<file path="config.mk">
export PLATFORM = sky130hd
export DESIGN_NAME = arrow_key_conditioner
export DESIGN_NICKNAME = d
export VERILOG_FILES = /design/src/rtl/arrow_key_conditioner.sv
export SDC_FILE = /design/constraint.sdc
export NUM_CORES = 1
export LEC_CHECK = 0
export ABC_AREA = 0
export CAP_MARGIN = 5
export CELL_PAD_IN_SITES_DETAIL_PLACEMENT = 0
export CELL_PAD_IN_SITES_GLOBAL_PLACEMENT = 2
export CORE_MARGIN = 2
export CORE_UTILIZATION = 39
export CTS_BUF_LIST = sky130_fd_sc_hd__clkbuf_4 sky130_fd_sc_hd__clkbuf_8
export DETAILED_ROUTE_END_ITERATION = 10
export PLACE_DENSITY = 0.86
export SLEW_MARGIN = 5
export SYNTH_ARGS = -nofsm -noshare
export SYNTH_HDL_FRONTEND = slang
export SYNTH_SLANG_ARGS = --single-unit
</file>
<file path="constraint.sdc">
create_clock -name clk -period 2.2 [get_ports clk]
set_input_delay 0.44 -clock clk [delete_from_list [all_inputs] [get_ports clk]]
set_output_delay 0.44 -clock clk [all_outputs]
set_load 0.05 [all_outputs]
</file>
<file path="src/rtl/arrow_key_conditioner.sv">
// Arrow push-button front end: 2-flop sync, per-bit debounce, press queue and a one-hot event emitter.
// Build option ARROW_AUTOREPEAT_EN adds UP/DOWN auto-repeat; the default build has none.
module arrow_key_conditioner #(
  parameter int DEBOUNCE_CYCLES = 1000000,
  parameter int HOLD_CYCLES     = 1000000,
  parameter int REPEAT_DELAY    = 50000000,
  parameter int REPEAT_PERIOD   = 15000000
) (
  input  logic       clk,
  input  logic       rst_n,
  input  logic [3:0] btn_raw,
  output logic [3:0] arrow_keys,
  output logic       key_event,
  output logic       busy
);

  localparam int DB_W  = $clog2(DEBOUNCE_CYCLES);
  localparam int CTR_W = $clog2(HOLD_CYCLES);
  localparam logic [DB_W-1:0]  DB_LAST  = DB_W'(DEBOUNCE_CYCLES - 1);
  localparam logic [CTR_W-1:0] CTR_LOAD = CTR_W'(HOLD_CYCLES - 1);

  typedef enum logic [1:0] {IDLE, HOLD, GAP} emit_state_t;

  if (DEBOUNCE_CYCLES < 2 || HOLD_CYCLES < 2 || REPEAT_DELAY < 1 || REPEAT_PERIOD < 1) begin : g_bad_params
    $error("arrow_key_conditioner: timing parameters out of range");
  end

  function automatic logic [3:0] pick_key(input logic [3:0] req);
    pick_key = 4'b0000;
    if (req[3])      pick_key = 4'b1000;
    else if (req[2]) pick_key = 4'b0100;
    else if (req[1]) pick_key = 4'b0010;
    else if (req[0]) pick_key = 4'b0001;
  endfunction

  logic [3:0]      sync_p0;
  logic [3:0]      sync;
  logic [3:0]      stable;
  logic [3:0]      stable_d;
  logic [DB_W-1:0] db_cnt [4];
  logic [3:0]      press;
  logic [3:0]      rpt_set;
  logic [3:0]      press_set;
  logic [3:0]      pending;
  logic [3:0]      next_key;
  logic [CTR_W-1:0] ctr;
  emit_state_t     state;

  // Stage: synchroniser and debounce
  always_ff @(posedge clk or negedge rst_n) begin
    if (!rst_n) begin
      sync_p0  <= '0;
      sync     <= '0;
      stable   <= '0;
      stable_d <= '0;
      for (int i = 0; i < 4; i++) db_cnt[i] <= '0;
    end else begin
      sync_p0  <= btn_raw;
      sync     <= sync_p0;
      stable_d <= stable;
      for (int i = 0; i < 4; i++) begin
        if (sync[i] == stable[i]) begin
          db_cnt[i] <= '0;
        end else if (db_cnt[i] == DB_LAST) begin
          stable[i] <= sync[i];
          db_cnt[i] <= '0;
        end else begin
          db_cnt[i] <= db_cnt[i] + 1'b1;
        end
      end
    end
  end

  assign press = stable & ~stable_d;

`ifdef ARROW_AUTOREPEAT_EN
  localparam int RPT_MAX = (REPEAT_DELAY > REPEAT_PERIOD) ? REPEAT_DELAY : REPEAT_PERIOD;
  localparam int RPT_W   = $clog2(RPT_MAX + 1);

  logic [RPT_W-1:0] rpt_cnt [2];
  logic [1:0]       rpt_armed;
  logic [1:0]       rpt_fire;

  // Index 1 tracks UP (bit 3), index 0 tracks DOWN (bit 2); count starts the cycle the press is queued.
  always_comb begin
    rpt_fire = '0;
    for (int j = 0; j < 2; j++)
      rpt_fire[j] = stable[j+2] &&
                    (rpt_cnt[j] == (rpt_armed[j] ? RPT_W'(REPEAT_PERIOD) : RPT_W'(REPEAT_DELAY)));
  end

  always_ff @(posedge clk or negedge rst_n) begin
    if (!rst_n) begin
      rpt_armed <= '0;
      for (int j = 0; j < 2; j++) rpt_cnt[j] <= '0;
    end else begin
      for (int j = 0; j < 2; j++) begin
        if (!stable[j+2]) begin
          rpt_cnt[j]   <= '0;
          rpt_armed[j] <= 1'b0;
        end else if (rpt_fire[j]) begin
          rpt_cnt[j]   <= RPT_W'(1);
          rpt_armed[j] <= 1'b1;
        end else begin
          rpt_cnt[j]   <= rpt_cnt[j] + 1'b1;
        end
      end
    end
  end

  assign rpt_set = {rpt_fire, 2'b00};
`else
  assign rpt_set = 4'b0000;
`endif

  assign press_set = press | rpt_set;
  assign next_key  = pick_key(pending);

  // Stage: press queue and event emitter
  always_ff @(posedge clk or negedge rst_n) begin
    if (!rst_n) begin
      state      <= IDLE;
      pending    <= '0;
      ctr        <= '0;
      arrow_keys <= '0;
      key_event  <= 1'b0;
      busy       <= 1'b0;
    end else begin
      key_event <= 1'b0;
      pending   <= pending | press_set;
      case (state)
        IDLE: begin
          if (pending != 4'b0000) begin
            arrow_keys <= next_key;
            key_event  <= 1'b1;
            busy       <= 1'b1;
            // A press landing on the selected bit this cycle keeps it queued.
            pending    <= (pending & ~next_key) | press_set;
            ctr        <= CTR_LOAD;
            state      <= HOLD;
          end
        end
        HOLD: begin
          if (ctr == '0) begin
            arrow_keys <= '0;
            ctr        <= CTR_LOAD;
            state      <= GAP;
          end else begin
            ctr <= ctr - 1'b1;
          end
        end
        GAP: begin
          if (ctr == '0) begin
            busy  <= 1'b0;
            state <= IDLE;
          end else begin
            ctr <= ctr - 1'b1;
          end
        end
        default: begin
          arrow_keys <= '0;
          busy       <= 1'b0;
          state      <= IDLE;
        end
      endcase
    end
  end

endmodule
</file>
Word level (Yosys, flattened, before mapping)
Cells that the tools add are included.
W data, S select, Z words.
{ "op_classes": {"addsub": 5, "mux": 30, "bitwise": 12, "reduce_logical": 12, "eq_ne": 14} }
{ "op_table": {"columns": ["op", "n"], "rows": [
  ["$mux W20", 11],
  ["$add A20 B1 Y20 const B", 4],
  ["$eq A20 B20 Y1 const B", 4],
  ["$pmux W20 S3", 1],
  ["$logic_not A20 Y1", 1],
  ["$mux W4", 5],
  ["$sub A20 B1 Y20 const B", 1],
  ["$pmux W4 S3", 1],
  ["$reduce_and A3 Y1", 4],
  ["$and A4 B4 Y4", 2],
  ["$mux W2", 4],
  ["$ne A2 B2 Y1 const B", 4],
  ["$not A4 Y4", 2],
  ["$or A4 B4 Y4", 2],
  ["$reduce_and A2 Y1", 4],
  ["$not A1 Y1", 6],
  ["$pmux W2 S3", 1],
  ["$mux W1", 5],
  ["$eq A1 B1 Y1", 4],
  ["$reduce_bool A4 Y1", 1],
  ["$mux W3", 1],
  ["$pmux W1 S3", 1],
  ["$reduce_bool A3 Y1", 1],
  ["$eq A2 B1 Y1 const B", 1],
  ["other kinds (2)", 2]
]} }
{ "totals": {"reg_bits": 128, "word_cells": 90, "out_inout_bits": 6} }

Logic depth before layout (Yosys ltp)
{ "depth": {"ltp_word": 9, "depth_mapped": 9, "ltp_nobuf": 7} }

Least setup slack after synthesis
Ideal clock, no wire load.
{ "synth_path": {"path_type": "register to register", "start": "register ctr[0]", "end": "register ctr[12]", "t_arrival_ps": 1918, "period_less_slack_ps": 2044, "path_stages_with_launch": 9, "path_buffers": 1, "path_slack_ps": 156, "path_cell_list": "dfrtp_1 -> inv_1 -> ha_1 -> nor3b_4 -> nand4_1 -> buf_6 -> o32a_4 -> a21boi_4 -> nor2_1"} }
{ "synth_via": {"elab_chain_cells": 3, "word_cells_on_any_way": 7} }
{ "synth_rtl": {"columns": ["item", "line_no", "rtl"], "rows": [
  ["start, declared", "46", "logic [CTR_W-1:0] ctr;"],
  ["start signal, assigned", "149", "ctr <= ctr - 1'b1;"],
  ["start signal, assigned", "157", "ctr <= ctr - 1'b1;"],
  ["$sub A20 B1 Y20 or $logic_not A20 Y1 (tied branches)", null, null],
  ["$mux W20, or another cell as far along", "153", "if (ctr == '0) begin"],
  ["$pmux W20 S3 or $reduce_and A3 Y1 (tied branches)", null, null]
]} }
Several ways; a longest one is shown, not always the timed one. The select of a mux whose other input is x is not followed.
A chain may end at the register's enable or synchronous reset.

Worst setup path in the final report
{ "layout_path": {"start": "register arrow_keys[3]", "end": "output arrow_keys[3]"} }
{ "layout_lines": {"columns": ["item", "line_no", "rtl"], "rows": [
  ["start, declared", "12", "output logic [3:0] arrow_keys,"],
  ["start signal, assigned", "134", "arrow_keys <= next_key;"]
]} }
No word-level cell between the ends.

==> metrics.yaml <==
run_status:
  outcome: "complete, no violations"
finish:
  syn2layout_area_growth_pct: 15.9
  fillers: 1502
  nets: 675
  fin_cells: 888
  antenna_cells: 0
  final_layout_size_suffix_gt1_share_pct: 14.4
  seqCellArea_um2: 3200
  multi_input_area_um2: 2890
logic_synthesis:
  synth_area_leaders: "dfrtp_1 51%, nor2_1 6.7%, xor2_1 6.2%"
  yosysTopAreaCell: "dfrtp_1"
  ys_warn_count: 0
  synth_edf_count: 0
  yosysSeqAreaShare_pct: 51.5
  async_flop_share_pct: 100
  yosysUniqueCellTypes: 60
  syn_area_per_cell_um2: 10.1
  synth_ff_type: "dfrtp_1"
  yosys_register_bits: 128
  syn_area_um2: 6220
  synth_nets: 630
  synthCells: 615
  yosysTopAreaCellShare_pct: 51.5
sta:
  drv_slew: 0
  worstMarginPinSlew_ns: 0.543
  slew-limit-headroom_pct: 63.7
  final_hold_viol_count: 0
  finalSetupViolations: 0
  final.setup.tns_ns: 0
  rsz0062_at_grt: "no"
  period_needed_ns: 2.12
  whs_ns: 0.349
  clock.fmax_mhz: 472
  finalCritPeriodShare_pct: 96.3
  fin_worst_skew_ns: 0.00938
critical_path:
  path_buf_inv: 1
  crit_path_max_fanout: 3
  path_cells: "clkdlybuf4s50_1"
  crit_path_end_kind: "output pin"
  worst_path_max_delay_cell: "clkdlybuf4s50_1"
  arrival_ns: 1.68
  reg2reg_depth: 10
  path_delay_family: "buffers and inverters"
  cp_slowest_stage_delay_ns: 0.83
  r2r-start: "ctr[1]"
  endpoint: "arrow_keys[3]"
  cp_num_cells: 1
  ff2ff_setup_slack_ns: 0.08
  required_ns: 1.76
  start_kind: "register"
  worstSetupPathType: "register to output pin"
  reg2reg_to: "ctr[15]"
  worstSetupStartpoint: "arrow_keys[3]"
floorplan:
  die_x_um: 130
  die_y_um: 130
  core_um2: 15700
  initial_utilization_pct: 39.6
  num_io_pins: 12
  num_rows: 46
  die_area_um2: 17000
global_routing:
  grt_pass1_vias: 4435
  grt_max_degree: 70
  grt-ovfl-total: 0
  antenna_found_initial: 0
  grt_use_total_pct: 16.0
  grt_pass1_wl_um: 21200
clock_network:
  worstSkewPairLatency_ns: 0.45
  ctsLongestPathBuffers: 2
  cts_root_buf: "clkbuf_8"
  clock_sinks: 128
  h-tree-depth: 4
  clk_pin_slew_ns: 0.07
  cts_tree: "built"
  numCtsBuffers: 17
routing:
  dr.pass1.iters: 4
  num_vias: 4478
  wl_per_cell_um: 13.8
  ant_nets: 0
  vias_per_cell: 5.04
  drt_wl_total_um: 12300
  drc_errors: 0
  drt_iter0_drc: 207
flow_run:
  drv_cap: 0
power_and_ir_drop:
  ir_drop_mv: 0.314
  powerDensity_nw_per_um2: 633
  p_leak_nw: 3.15
placement:
  io_buffer_count: 11
  dp_hpwl_um: 8390
  dp_cells: 852
  place.gp.congestion: 0.803
min_path:
  hp-class: "register to register"
cells in the mapped netlist, drive strengths merged, types with 7 or more instances:
master and n:
nand3 32, nor4 9, nand4 22, nor4b 7, buf 10, xor2 44, inv 22, nor3 16
and3 11, a21oi 24, o21ai 17, and4 8, nor2 111, nand2 40, xnor2 32, dfrtp 128
ha 9
stage by stage:
stage	setup WS (ns)	util [%]	total power, W	instance area [um2]
global placement	0.0870	42.8	0.00257	6720
detailed placement	0.0206	42.8	0.00257	6720
global route	0.00457	45.9	0.00477	7210
CTS	0.00207	45.4	0.00464	7130
floorplan	0.156	-	0.00250	6220
finish	0.0807	45.9	0.00456	7210
logic make-up after synthesis:
logic type / share of synthesized area, %
AO/OA/AOI/OAI: 9.33
XOR/XNOR: 10.7
adder cells (fa/ha/maj): 1.81
buffers and inverters: 2.66
flip-flops: 51.5
multiplexers: 0.362
AND/OR/NAND/NOR: 23.6
timing repair:
| item | in CTS | in global routing |
|---|---|---|
| hold buffers | 1 | 0 |
| resized for setup | 0 | 9 |
| setup endpoints to repair | 0 | 41 |
| hold endpoints to repair | 32 | 0 |
| buffers inserted | 0 | 2 |
power by group:
| part | internal [W] | switching, W |
|---|---|---|
| clock | 0.00116 | 0.000872 |
| sequential | 0.00238 | 0.0000219 |
| combinational | 0.0000398 | 0.0000882 |
| total | 0.00358 | 0.000982 |
flip-flops by register name, indices dropped and copies added, names as in the netlist:
name / cells
sync_p0: 4
pending: 4
ctr: 20
sync: 4
state: 2
arrow_keys: 4
busy: 1
stable_d: 4
db_cnt: 80
key_event: 1
stable: 4
layout make-up:
type,instances,area share [%]
clock buffer,25,4.43
timing repair buffer,39,5.09
inverter,22,1.15
clock inverter,6,1.11
tap,216,3.75
sequential,128,44.4
multi-input combinational,452,40.0
how the worst min path moves through the flow:
stage,slack [ns],end,depth (start not counted),startpoint
2_1_floorplan,0.14,arrow_keys[0],0,rst_n
3_3_place_gp,0.34,sync[0],0,sync_p0[0]
3_5_place_dp,0.34,sync[3],0,sync_p0[3]
4_1_cts,0.35,sync[3],0,sync_p0[3]
5_1_grt,0.36,sync[3],0,sync_p0[3]
6_report,0.35,sync[3],0,sync_p0[3]
metal layers:
| metal | up-vias | routed length [um] | global-route usage (%) | part of all wire, % |
|---|---|---|---|---|
| met3 | 20 | 337 | 4.31 | 2.7 |
| met1 | 2191 | 5900 | 21.0 | 48 |
| met2 | 44 | 5810 | 25.1 | 47 |
| met5 | - | 0 | 0 | 0 |
| met4 | 0 | 244 | 6.45 | 2.0 |
| li1 | 2223 | - | - | - |
cell usage in the layout (no fill, tap or decap), types with 3 or more instances in the layout:
master | synthesis | routed
a21oi_1 | 20 | 19
o31ai_1 | 4 | 4
ha_1 | 9 | 8
inv_1 | 22 | 20
and2_1 | 5 | 5
a21oi_2 | 4 | 5
xnor2_1 | 32 | 32
nor2_1 | 111 | 111
a31o_2 | 4 | 4
nand2b_1 | 6 | 6
clkbuf_8 | 0 | 21
a22o_1 | 4 | 4
and3_1 | 11 | 11
or2_2 | 5 | 5
nor3_2 | 2 | 4
buf_4 | 2 | 24
nand4_1 | 22 | 22
nor2b_1 | 3 | 3
nand2_1 | 40 | 40
clkinv_2 | 0 | 4
or4_1 | 4 | 4
dfrtp_1 | 128 | 128
o21a_1 | 4 | 4
or3_1 | 3 | 3
nor4b_1 | 7 | 7
and4_1 | 7 | 7
nor3_1 | 13 | 11
clkbuf_4 | 0 | 4
o21ai_1 | 3 | 3
clkdlybuf4s50_1 | 0 | 10
nor4_1 | 8 | 8
nand3_1 | 32 | 32
xor2_1 | 44 | 44
o21ai_0 | 12 | 12
Power figures use the tool's default switching activity.
